==> config.mk <==
export PLATFORM = sky130hd
export DESIGN_NAME = screenchar_text_renderer
export DESIGN_NICKNAME = d
export VERILOG_FILES = /design/src/rtl/screenchar_text_renderer.sv
export SDC_FILE = /design/constraint.sdc
export NUM_CORES = 1
export LEC_CHECK = 0
export CAP_MARGIN = 20
export CORE_ASPECT_RATIO = 0.5
export CORE_MARGIN = 5
export CORE_UTILIZATION = 40
export DETAILED_ROUTE_END_ITERATION = 8
export HOLD_SLACK_MARGIN = 0.12
export PLACE_DENSITY = 0.71
export SLEW_MARGIN = 20
export SYNTH_ARGS = -nofsm -noshare
export SYNTH_HDL_FRONTEND = slang
export SYNTH_SLANG_ARGS = --single-unit
==> constraint.sdc <==
create_clock -name clock -period 1.88 [get_ports clock]
set_input_delay 0.376 -clock clock [delete_from_list [all_inputs] [get_ports clock]]
set_output_delay 0.376 -clock clock [all_outputs]
set_load 0.02 [all_outputs]
==> src/rtl/screenchar_text_renderer.sv <==
// -----------------------------------------------------------------------------
// screenchar_text_renderer
//
// Purpose:
//   Read-side consumer of the 256-byte screen character memory. It follows the
//   VGA pixel scan, turns every pixel inside a 32x8-cell text window (8x16
//   pixel cells, 256x128 pixels) into a character-memory address, fetches the
//   character code, then fetches the matching glyph row from the font ROM and
//   picks out the bit for the current pixel. A frame-based blink phase gates
//   characters whose code has bit 7 set.
//
//   Pipeline (one pixel per clock, no stalls):
//     edge E   : S1  - window test, char_rd_add, column offset, glyph row
//     edge E+1 : S2  - memory latches char_rd_add (alignment stage here)
//     edge E+2 : S3  - font_add from q, blank / blink visibility resolved
//     edge E+3 : S3b - font ROM latches font_add (alignment stage here)
//     edge E+4 : S4  - text_on / text_pixel registered
//
// Parameters:
//   ORIGIN_X      left pixel column of the text window
//   ORIGIN_Y      top pixel row of the text window
//   BLINK_FRAMES  frames per blink half-period (must be >= 1)
//
// Ports:
//   clock         pixel clock (also clocks the memory read port and font ROM)
//   reset         synchronous, active-high
//   pixel_x/y     current scan position, qualified by pixel_valid
//   pixel_valid   active-video qualifier
//   frame_start   one-cycle pulse at the start of each frame
//   char_rd_add   character memory read address
//   char_rd_data  character memory q (one cycle after its address latch)
//   font_add      font ROM address {glyph[6:0], glyph_row[3:0]}
//   font_data     font ROM row (one cycle after its address latch), bit 7 = left
//   text_on       pixel lies inside the text window
//   text_pixel    pixel is lit
// -----------------------------------------------------------------------------
module screenchar_text_renderer #(
  parameter logic [9:0] ORIGIN_X     = 10'd0,
  parameter logic [9:0] ORIGIN_Y     = 10'd0,
  parameter logic [5:0] BLINK_FRAMES = 6'd30
) (
  input  logic        clock,
  input  logic        reset,
  input  logic [9:0]  pixel_x,
  input  logic [9:0]  pixel_y,
  input  logic        pixel_valid,
  input  logic        frame_start,
  output logic [7:0]  char_rd_add,
  input  logic [7:0]  char_rd_data,
  output logic [10:0] font_add,
  input  logic [7:0]  font_data,
  output logic        text_on,
  output logic        text_pixel
);

  // Window bounds are compared at 11 bits so that an origin near the top of
  // the 10-bit range does not wrap the upper bound.
  localparam logic [10:0] X_LO = {1'b0, ORIGIN_X};
  localparam logic [10:0] X_HI = X_LO + 11'd256;
  localparam logic [10:0] Y_LO = {1'b0, ORIGIN_Y};
  localparam logic [10:0] Y_HI = Y_LO + 11'd128;
  localparam logic [5:0]  BLINK_LAST = BLINK_FRAMES - 6'd1;

  // ---------------------------------------------------------------------------
  // State
  // ---------------------------------------------------------------------------
  // S1
  logic [7:0]  char_rd_add_q, char_rd_add_d;
  logic        s1_in_win_q,   s1_in_win_d;
  logic [2:0]  s1_xoff_q,     s1_xoff_d;
  logic [3:0]  s1_row_q,      s1_row_d;
  // S2 (memory access in flight)
  logic        s2_in_win_q,   s2_in_win_d;
  logic [2:0]  s2_xoff_q,     s2_xoff_d;
  logic [3:0]  s2_row_q,      s2_row_d;
  // S3
  logic [10:0] font_add_q,    font_add_d;
  logic        s3_in_win_q,   s3_in_win_d;
  logic [2:0]  s3_xoff_q,     s3_xoff_d;
  logic        s3_blank_q,    s3_blank_d;
  logic        s3_show_q,     s3_show_d;
  // S3b (font ROM access in flight)
  logic        s4_in_win_q,   s4_in_win_d;
  logic [2:0]  s4_xoff_q,     s4_xoff_d;
  logic        s4_blank_q,    s4_blank_d;
  logic        s4_show_q,     s4_show_d;
  // S4 outputs
  logic        text_on_q,     text_on_d;
  logic        text_pixel_q,  text_pixel_d;
  // Blink
  logic [5:0]  frame_cnt_q,   frame_cnt_d;
  logic        blink_phase_q, blink_phase_d;

  // Window-relative offsets; forced to zero outside the window so nothing
  // downstream ever sees a wrapped negative offset.
  logic        in_win;
  logic [7:0]  dx;
  logic [6:0]  dy;
  logic        font_bit;

  // ---------------------------------------------------------------------------
  // Next-state logic
  // ---------------------------------------------------------------------------
  always_comb begin
    in_win = pixel_valid
          && ({1'b0, pixel_x} >= X_LO) && ({1'b0, pixel_x} < X_HI)
          && ({1'b0, pixel_y} >= Y_LO) && ({1'b0, pixel_y} < Y_HI);

    dx = '0;
    dy = '0;
    if (in_win) begin
      dx = 8'(pixel_x - ORIGIN_X);
      dy = 7'(pixel_y - ORIGIN_Y);
    end

    // S1: address is row-major, 32 cells per text row. Outside the window the
    // read address is left alone so the memory port does not toggle needlessly.
    char_rd_add_d = char_rd_add_q;
    if (in_win) begin
      char_rd_add_d = {dy[6:4], dx[7:3]};
    end
    s1_in_win_d = in_win;
    s1_xoff_d   = dx[2:0];
    s1_row_d    = dy[3:0];

    // S2: carry side-band alongside the memory read.
    s2_in_win_d = s1_in_win_q;
    s2_xoff_d   = s1_xoff_q;
    s2_row_d    = s1_row_q;

    // S3: character code is now on q. Blink visibility is decided here, using
    // the phase current at this edge, so a phase toggle only affects pixels
    // that reach S3 after it.
    font_add_d = font_add_q;
    if (s2_in_win_q) begin
      font_add_d = {char_rd_data[6:0], s2_row_q};
    end
    s3_in_win_d = s2_in_win_q;
    s3_xoff_d   = s2_xoff_q;
    s3_blank_d  = (char_rd_data[6:0] == 7'd0);
    s3_show_d   = !char_rd_data[7] || blink_phase_q;

    // S3b: carry side-band alongside the font ROM read.
    s4_in_win_d = s3_in_win_q;
    s4_xoff_d   = s3_xoff_q;
    s4_blank_d  = s3_blank_q;
    s4_show_d   = s3_show_q;

    // S4: glyph row is on font_data; bit 7 is the leftmost pixel of the cell.
    font_bit     = font_data[3'd7 - s4_xoff_q];
    text_on_d    = s4_in_win_q;
    text_pixel_d = s4_in_win_q && !s4_blank_q && s4_show_q && font_bit;

    // Blink: count frames, flip the phase every BLINK_FRAMES frames.
    frame_cnt_d   = frame_cnt_q;
    blink_phase_d = blink_phase_q;
    if (frame_start) begin
      if (frame_cnt_q == BLINK_LAST) begin
        frame_cnt_d   = 6'd0;
        blink_phase_d = !blink_phase_q;
      end else begin
        frame_cnt_d = frame_cnt_q + 6'd1;
      end
    end
  end

  // ---------------------------------------------------------------------------
  // Registers
  // ---------------------------------------------------------------------------
  always_ff @(posedge clock) begin
    if (reset) begin
      char_rd_add_q <= '0;
      s1_in_win_q   <= 1'b0;
      s1_xoff_q     <= '0;
      s1_row_q      <= '0;
      s2_in_win_q   <= 1'b0;
      s2_xoff_q     <= '0;
      s2_row_q      <= '0;
      font_add_q    <= '0;
      s3_in_win_q   <= 1'b0;
      s3_xoff_q     <= '0;
      s3_blank_q    <= 1'b0;
      s3_show_q     <= 1'b0;
      s4_in_win_q   <= 1'b0;
      s4_xoff_q     <= '0;
      s4_blank_q    <= 1'b0;
      s4_show_q     <= 1'b0;
      text_on_q     <= 1'b0;
      text_pixel_q  <= 1'b0;
      frame_cnt_q   <= '0;
      blink_phase_q <= 1'b1;
    end else begin
      char_rd_add_q <= char_rd_add_d;
      s1_in_win_q   <= s1_in_win_d;
      s1_xoff_q     <= s1_xoff_d;
      s1_row_q      <= s1_row_d;
      s2_in_win_q   <= s2_in_win_d;
      s2_xoff_q     <= s2_xoff_d;
      s2_row_q      <= s2_row_d;
      font_add_q    <= font_add_d;
      s3_in_win_q   <= s3_in_win_d;
      s3_xoff_q     <= s3_xoff_d;
      s3_blank_q    <= s3_blank_d;
      s3_show_q     <= s3_show_d;
      s4_in_win_q   <= s4_in_win_d;
      s4_xoff_q     <= s4_xoff_d;
      s4_blank_q    <= s4_blank_d;
      s4_show_q     <= s4_show_d;
      text_on_q     <= text_on_d;
      text_pixel_q  <= text_pixel_d;
      frame_cnt_q   <= frame_cnt_d;
      blink_phase_q <= blink_phase_d;
    end
  end

  assign char_rd_add = char_rd_add_q;
  assign font_add    = font_add_q;
  assign text_on     = text_on_q;
  assign text_pixel  = text_pixel_q;

endmodule
# Yosys cells after proc, flatten, opt, wreduce, memory -nomap -nowiden

Index checks and enable logic that the tools add are counted.

Input port bits: 40
Bits in registers: 56
Output and inout bits: 21

$add $sub $neg: 2
Bitwise gates (word level): 1
Reductions and logical operators: 12
Magnitude comparators: 3
Muxes and demuxes: 5
Eq/ne operators: 1

Operators by type and width:

| cell                  | count |
|---|---|
| $lt A10 B8 Y1 const B | 1 |
| $lt A10 B9 Y1 const B | 1 |
| $mux W8               | 1 |
| $logic_not A7 Y1      | 1 |
| $mux W7               | 1 |
| $add A6 B1 Y6 const B | 1 |
| $eq A6 B5 Y1 const B  | 1 |
| $mux W6               | 1 |
| $logic_and A1 B1 Y1   | 5 |
| $lt A3 B4 Y1 const B  | 1 |
| $bmux W1 S3           | 1 |
| $logic_not A1 Y1      | 3 |
| $sub A3 B3 Y3 const A | 1 |
| $reduce_and A2 Y1     | 1 |
| $reduce_or A2 Y1      | 1 |
| $logic_or A1 B1 Y1    | 1 |
| $mux W1               | 1 |
| $not A1 Y1            | 1 |

# Longest topological paths before layout

Gate-level depths: netlist of run 1.

Depth after elaboration: 5
Mapped depth: 5

# Least setup slack after synthesis of run 1

Ideal clock, no wire load.

Kind: input-to-reg
From: in pixel_y[9]
To: reg s1_row_q[0]
Buffers on the path: 1
Setup slack: 0.476 ns
Arrival time: 1.344 ns
Stages on the path: 4
Cell sequence: or4b_1 -> buf_2 -> nor3_4 -> and2_1

Cells in the longest elaborated chain, start to end: 4

Ends and longest elaborated chain:

| element                    | line | text |
|---|---|---|
| start: declaration         | 45   | `input logic [9:0] pixel_y,` |
| $lt A10 B8 Y1              | 107  | `&& ({1'b0, pixel_y} >= Y_LO) && ({1'b0, pixel_y} < Y_HI);` |
| $logic_and A1 B1 Y1        | 107  |  |
| $not A1 Y1 (no line)       | n/a  |  |
| $reduce_or A2 Y1 (no line) | n/a  |  |
| end signal: assignment     | 196  | `s1_row_q <= s1_row_d;` |
| end: declaration           | 71   | `logic [3:0] s1_row_q, s1_row_d;` |

No other way between the ends.
A chain may end at the register's enable or synchronous reset.

# Final worst setup path of run 1

From: reg font_add_q[10] (netlist: font_add[10])
To: out font_add[10]

RTL lines:

| element                  | line | text |
|---|---|---|
| start: declaration       | 77   | `logic [10:0] font_add_q, font_add_d;` |
| start signal: assignment | 200  | `font_add_q <= font_add_d;` |
| end: declaration         | 50   | `output logic [10:0] font_add,` |

No word-level cell between the ends.

==> reports/metrics.yaml, run 1 <==
status: "completed"
syn_avg_cell_area_um2: 10.6
critical-path-top-delay-family: "buffers and inverters"
synth_warnings: 0
hold_viol_final: 0
critPathMaxStageDelay_ns: 0.62
tightest_slew_ns: 0.678
grt_max_degree: 34
cp_slowest_cell: "clkdlybuf4s50_1"
wl_mm: 3.82
crit_arrival_ns: 1.29
power.static_leakage_nw: 0.990
drtIter0Drc: 25
cp.required_ns: 1.50
synth-simple-area-share_pct: 21.7
die_w_um: 108
rr_worst_depth: 4
syn_nets: 221
endpoint_kind: "primary output"
initial_core_util_pct: 42.2
drt-vias-per-instance: 4.51
grt_pass1_vias: 1417
cts_max_path_buffers: 2
worstReg2RegStart: "frame_cnt_q[0]"
p_comb_share_pct: 7.3
hp-class: "reg2reg"
dp_hpwl_mm: 2.86
clock_sinks: 56
min_period_over_period_pct: 88.4
vias: 1411
postRouteAntennaNets: 0
cts_inserted_buffers: 5
relSlewSlack_pct: 54.8
drc: 0
htreeDepth: 2
firstDrtPassIters: 4
routedWlPerCell_um: 12.2
clockPowerShare_pct: 36.6
cts_tree: "done"
drive_above_1_share_pct: 8.91
die_h_um: 58.8
ys_seq_elements: 56
timing.fmax_ghz: 0.602
cts_setup_buffers: 0
fin_skew_ns: 0.00289
hold_buffers: 0
nets: 288
final_cell_mix: "60 x clkdlybuf4s50_1, 56 x dfxtp_1, 19 x nor2b_1, 19 x nor2_1, 12 x mux2i_1"
critPathMaxFanout: 2
synth_compound_area_share_pct: 6.04
rsz0062_at_grt: "false"
fillers: 399
placed_cells: 305
startpoint: "font_add[10]"
start_kind: "register"
netlist_area_um2: 1900
synthToLayoutAreaGrowth_pct: 44.0
critPathBufInv: 1
layout_commonest_cell: "clkdlybuf4s50_1"
synthMuxAreaShare_pct: 8.08
synth_top_family_by_area: "simple AND/OR/NAND/NOR gates"
path_cells: "clkdlybuf4s50_1"
synth-xor-area-share_pct: 1.84
critical_path_class: "reg2out"
vdd_ir_drop_max_mv: 0.345
cap_violations: 0
synth-seq-area-share_pct: 58.9
cellPowerDensity_nw_per_um2: 782
multi_input_area_um2: 742
clock_latency_ns: 0.31
portBuffers: 60
slew_viol_final: 0
root_buffer: "clkbuf_8"
gp_congestion: 0.703
ys_types: 34
finalSetupTns_ns: 0
io_pins: 61
coreArea_um2: 4510
period_needed_ns: 1.66
cts_resized: 0
seq_area_um2: 1120
die_area_um2: 6320
synthAdderAreaFrac_pct: 1.31
rows: 17
overflow: 0
diodes: 0
antenna_found_initial: 0
syn_inst: 179
p_int_mw: 1.70
swShare_pct: 20.8
min_path_cells: 1
grt_first_pass_wirelength_mm: 6.41
gr-usage-all-layers_pct: 13.0
final-setup-viol-count: 0
instances_no_fill: 313
crit_cells: 1
p_switching_mw: 0.446
clk_pin_slew_ns: 0.10
worstHoldStart: "s3_in_win_q"
seqPwrFrac_pct: 56.0
cells by family (layout without fill, tap and decap cells):
| family | Yosys count | after routing |
|---|---|---|
| flops | 56 | 56 |
| fa+ha+maj | 2 | 2 |
| compound gates | 22 | 22 |
| xor+xnor | 4 | 4 |
| simple gates | 71 | 71 |
| mux | 14 | 14 |
| buf+inv | 10 | 78 |
power groups by stage:
stage               logic, mW  clock network (mW)  registers, mW
CTS                     0.159               0.802           1.20
detailed placement      0.158                   0           1.23
finish                  0.157               0.786           1.20
floorplan              0.0440                   0           1.23
global route            0.171               0.856           1.20
global placement        0.153                   0           1.23
synthesized netlist by cell type:
| cell | count | area share (%) |
|---|---|---|
| a211oi_1 | 1 | 0.39 |
| mux4_2 | 1 | 1.2 |
| or3_1 | 1 | 0.33 |
| nor3_1 | 1 | 0.26 |
| nor2_1 | 19 | 3.7 |
| o21ai_0 | 10 | 2.6 |
| dfxtp_1 | 56 | 59 |
| or3b_2 | 1 | 0.46 |
| and3_1 | 1 | 0.33 |
| nand4b_1 | 1 | 0.46 |
| nand2_1 | 2 | 0.39 |
| or4_1 | 2 | 0.79 |
| nand3_1 | 8 | 2.1 |
| xor2_1 | 3 | 1.4 |
| nor4_1 | 1 | 0.33 |
| nor4b_2 | 1 | 0.79 |
| o21bai_1 | 1 | 0.39 |
| buf_2 | 3 | 0.79 |
| and2_1 | 7 | 2.3 |
| nor3b_1 | 1 | 0.39 |
| nand4_1 | 2 | 0.66 |
| mux2_2 | 1 | 0.59 |
| nor3_4 | 1 | 0.85 |
| clkbuf_1 | 3 | 0.59 |
| ha_1 | 2 | 1.3 |
| nand3b_1 | 1 | 0.39 |
| nor2b_1 | 19 | 6.2 |
| buf_1 | 2 | 0.39 |
| xnor2_1 | 1 | 0.46 |
| mux2i_1 | 12 | 6.3 |
| or2_2 | 1 | 0.33 |
| inv_1 | 2 | 0.39 |
| a21oi_1 | 10 | 2.6 |
| or4b_1 | 1 | 0.53 |
through the flow:
step                worst slack, ns  hold WS, ns  util, %  total power, mW  instance area (um^2)
floorplan                     0.476        0.414        -             1.27                  1900
global placement            -0.0511        0.421     58.2             1.38                  2630
detailed placement          -0.0859        0.425     58.2             1.39                  2630
CTS                           0.208        0.448     60.8             2.16                  2740
global route                  0.123        0.466     60.8             2.23                  2740
finish                        0.219        0.444     60.8             2.15                  2740
worst paths after layout:
kind	to	slack, ns
hold / removal	s4_in_win_q	0.44
setup reg to reg	blink_phase_q	0.44
hold reg to reg	s4_in_win_q	0.44
setup / recovery	font_add[10]	0.22
flip-flops by register name (all words and copies together) (netlist names), 3 cells and up:
register,flops
font_add,11
char_rd_add,8
s1_xoff_q,3
s2_xoff_q,3
s3_xoff_q,3
s4_xoff_q,3
s2_row_q,4
frame_cnt_q,6
s1_row_q,4
final cells by class:
| cell class | count | share of cell area [%] |
|---|---|---|
| well taps | 66 | 3.01 |
| multi-input cells | 113 | 27.1 |
| clock inverters | 3 | 1.73 |
| flip-flops and latches | 56 | 40.9 |
| clock buffers | 5 | 2.51 |
| repair buffers | 68 | 24.5 |
| inverters | 2 | 0.274 |
metal layers:
| layer | GRT usage [%] | wire length [um] | vias to the layer above |
|---|---|---|---|
| met2 | 22.6 | 1830 | 31 |
| met3 | 4.27 | 215 | 6 |
| met1 | 14.9 | 1710 | 640 |
| met4 | 5.40 | 60 | 0 |
| li1 | - | - | 734 |
| met5 | 0 | 0 | - |
Note: power is estimated with default switching activity, not from simulation.
==> run 2: changes to the inputs <==
==> constraint.sdc (replaced) <==
create_clock -name clock -period 1.9 [get_ports clock]
set_input_delay 0.38 -clock clock [delete_from_list [all_inputs] [get_ports clock]]
set_output_delay 0.38 -clock clock [all_outputs]
set_load 0.02 [all_outputs]
==> run 2 against run 1 <==
- global-route usage down 1.4 points
- wire length down 4.5%
- largest power group unchanged
- highest routed layer unchanged
- sequential cell count unchanged
- worst setup slack better by 0.012 ns
- final cell count up 0.32%
==> reports/metrics.yaml, run 2 (synthesis results as in run 1) <==
status: "completed"
power.static_leakage_nw: 0.977  # -1.4%
drive_above_1_share_pct: 9.27  # +0.37 points
clock_latency_ns: 0.30  # about the same
critPathMaxStageDelay_ns: 0.52  # -0.10 ns
cts_resized: 0  # unchanged
grt_max_degree: 19  # -44%
largest_register_ffs: 11  # unchanged
nets: 289  # +0.35%
cp_slowest_cell: "or4b_1"
synthToLayoutAreaGrowth_pct: 42.4
critical-path-top-delay-family: "simple AND/OR/NAND/NOR gates"
wl_mm: 3.65  # -4.5%
crit_arrival_ns: 1.92  # +0.63 ns
cp.required_ns: 2.15  # +0.65 ns
min_period_over_period_pct: 87.8
hp-class: "reg2reg"
hold_viol_final: 0  # unchanged
diodes: 0  # unchanged
htreeDepth: 2  # unchanged
drtIter0Drc: 56  # +120%
cts_tree: "done"
critPathBufInv: 2  # +1
die_w_um: 108  # unchanged
tightest_slew_ns: 0.671  # -0.00639 ns
clockPowerShare_pct: 32.2  # -4.4 points
relSlewSlack_pct: 55.2  # +0.43 points
cts_inserted_buffers: 5  # unchanged
fin_skew_ns: 0.00548  # +0.00259 ns
rows: 17  # unchanged
swShare_pct: 21.9  # +1.1 points
dp_hpwl_mm: 2.83  # -1.1%
root_buffer: "clkbuf_8"
antenna_found_initial: 0  # unchanged
layout_commonest_cell: "clkdlybuf4s50_1"
overflow: 0  # unchanged
routedWlPerCell_um: 11.6  # -4.8%
hold_buffers: 0  # unchanged
p_int_mw: 1.54  # -9.1%
slew_viol_final: 0  # unchanged
final-setup-viol-count: 0  # unchanged
ff2ff_setup_slack_ns: 0.43  # about the same
critical_path_class: "in2reg"
clk_pin_slew_ns: 0.10  # about the same
timing.fmax_ghz: 0.599
power_mw: 1.98  # -7.8%
postRouteAntennaNets: 0  # unchanged
critPathMaxFanout: 9  # +7
start_kind: "input port"
cts_max_path_buffers: 2  # unchanged
finalSetupTns_ns: 0  # unchanged
cellPowerDensity_nw_per_um2: 729  # -6.8%
final_cell_mix: "60 x clkdlybuf4s50_1, 56 x dfxtp_1, 19 x nor2b_1, 19 x nor2_1, 12 x mux2i_1"
grt_first_pass_wirelength_mm: 5.87  # -8.5%
gp_congestion: 0.730  # +3.9%
coreArea_um2: 4510  # unchanged
die_h_um: 58.8  # unchanged
io_pins: 61  # unchanged
firstDrtPassIters: 4  # unchanged
rsz0062_at_grt: "false"
drc: 0  # unchanged
path_cells: "clkdlybuf4s50_1, or4b_1, buf_4, nor3_4, and2_1"
initial_core_util_pct: 42.2  # unchanged
period_needed_ns: 1.67
drt-vias-per-instance: 4.50  # -0.18%
p_comb_share_pct: 7.6  # +0.3 points
cts_setup_buffers: 0  # unchanged
portBuffers: 60  # unchanged
seqPwrFrac_pct: 60.2  # +4.2 points
die_area_um2: 6320  # unchanged
cap_violations: 0  # unchanged
endpoint_kind: "register"
clock_sinks: 56  # unchanged
gr-usage-all-layers_pct: 11.6  # -1.4 points
vias: 1413  # +0.14%
grt_pass1_vias: 1335  # -5.8%
vdd_ir_drop_max_mv: 0.493  # +43%
p_switching_mw: 0.433  # -2.9%
==> run 2: changes by cell type in the layout (fill, tap and decap cells not counted) <==
cell,delta
clkinvlp_4,+1
clkinv_2,+1
buf_4,+2
inv_6,+1
bufinv_16,-1
buf_12,-1
clkinv_4,-2
==> run 2: worst paths after layout <==
check | depth (start not counted) | start | end
worst min-delay path | 1 | s2_xoff_q[2] | s3_xoff_q[2]
worst max register to register | 4 | frame_cnt_q[0] | blink_phase_q
worst min register to register | 1 | s2_xoff_q[2] | s3_xoff_q[2]
worst max-delay path | 5 | pixel_y[9] | s1_row_q[1]
==> run 2: layout make-up <==
type / instances / area [um^2]
fill: 396 / 1800
sequential: 56 / 1120
multi-input combinational: 113 / 742
timing repair buffer: 69 / 668
tap: 66 / 82.6
clock buffer: 5 / 68.8
clock inverter: 3 / 21.3
inverter: 2 / 7.51
==> run 2: metal layers <==
metal | track usage, % | wire, um | vias up
met1 | 13.7 | 1610 | 634
met3 | 4.60 | 263 | 5
li1 | - | - | 738
met2 | 19.7 | 1730 | 36
met4 | 3.42 | 40 | 0
met5 | 0 | 0 | -
==> run 2: power groups by stage <==
stage	registers (mW)	clock network, mW	logic, mW
2_1_floorplan	1.22	0	0.0435
3_3_place_gp	1.22	0	0.150
3_5_place_dp	1.22	0	0.151
4_1_cts	1.19	0.657	0.152
5_1_grt	1.19	0.702	0.163
6_report	1.19	0.637	0.150
==> run 2: per-stage QoR <==
step	util (%)	setup WS (ns)	cells	hold WS (ns)	area, um^2
3_5_place_dp	58.1	-0.0896	306	0.421	2620
2_1_floorplan	-	0.492	179	0.414	1900
6_report	60.1	0.231	314	0.439	2710
4_1_cts	60.1	0.226	314	0.443	2710
5_1_grt	60.1	0.168	314	0.459	2710
3_3_place_gp	58.1	-0.0598	306	0.419	2620
==> run 3: changes to the inputs <==
--- a/config.mk
+++ b/config.mk
@@ -9,6 +9,7 @@
 export CORE_ASPECT_RATIO = 0.5
 export CORE_MARGIN = 5
 export CORE_UTILIZATION = 40
+export CTS_CLUSTER_DIAMETER = 40
 export DETAILED_ROUTE_END_ITERATION = 8
 export HOLD_SLACK_MARGIN = 0.12
 export PLACE_DENSITY = 0.71
==> results of run 3 <==
Same layout as run 2: the final DEF is identical, and so are final timing and power.
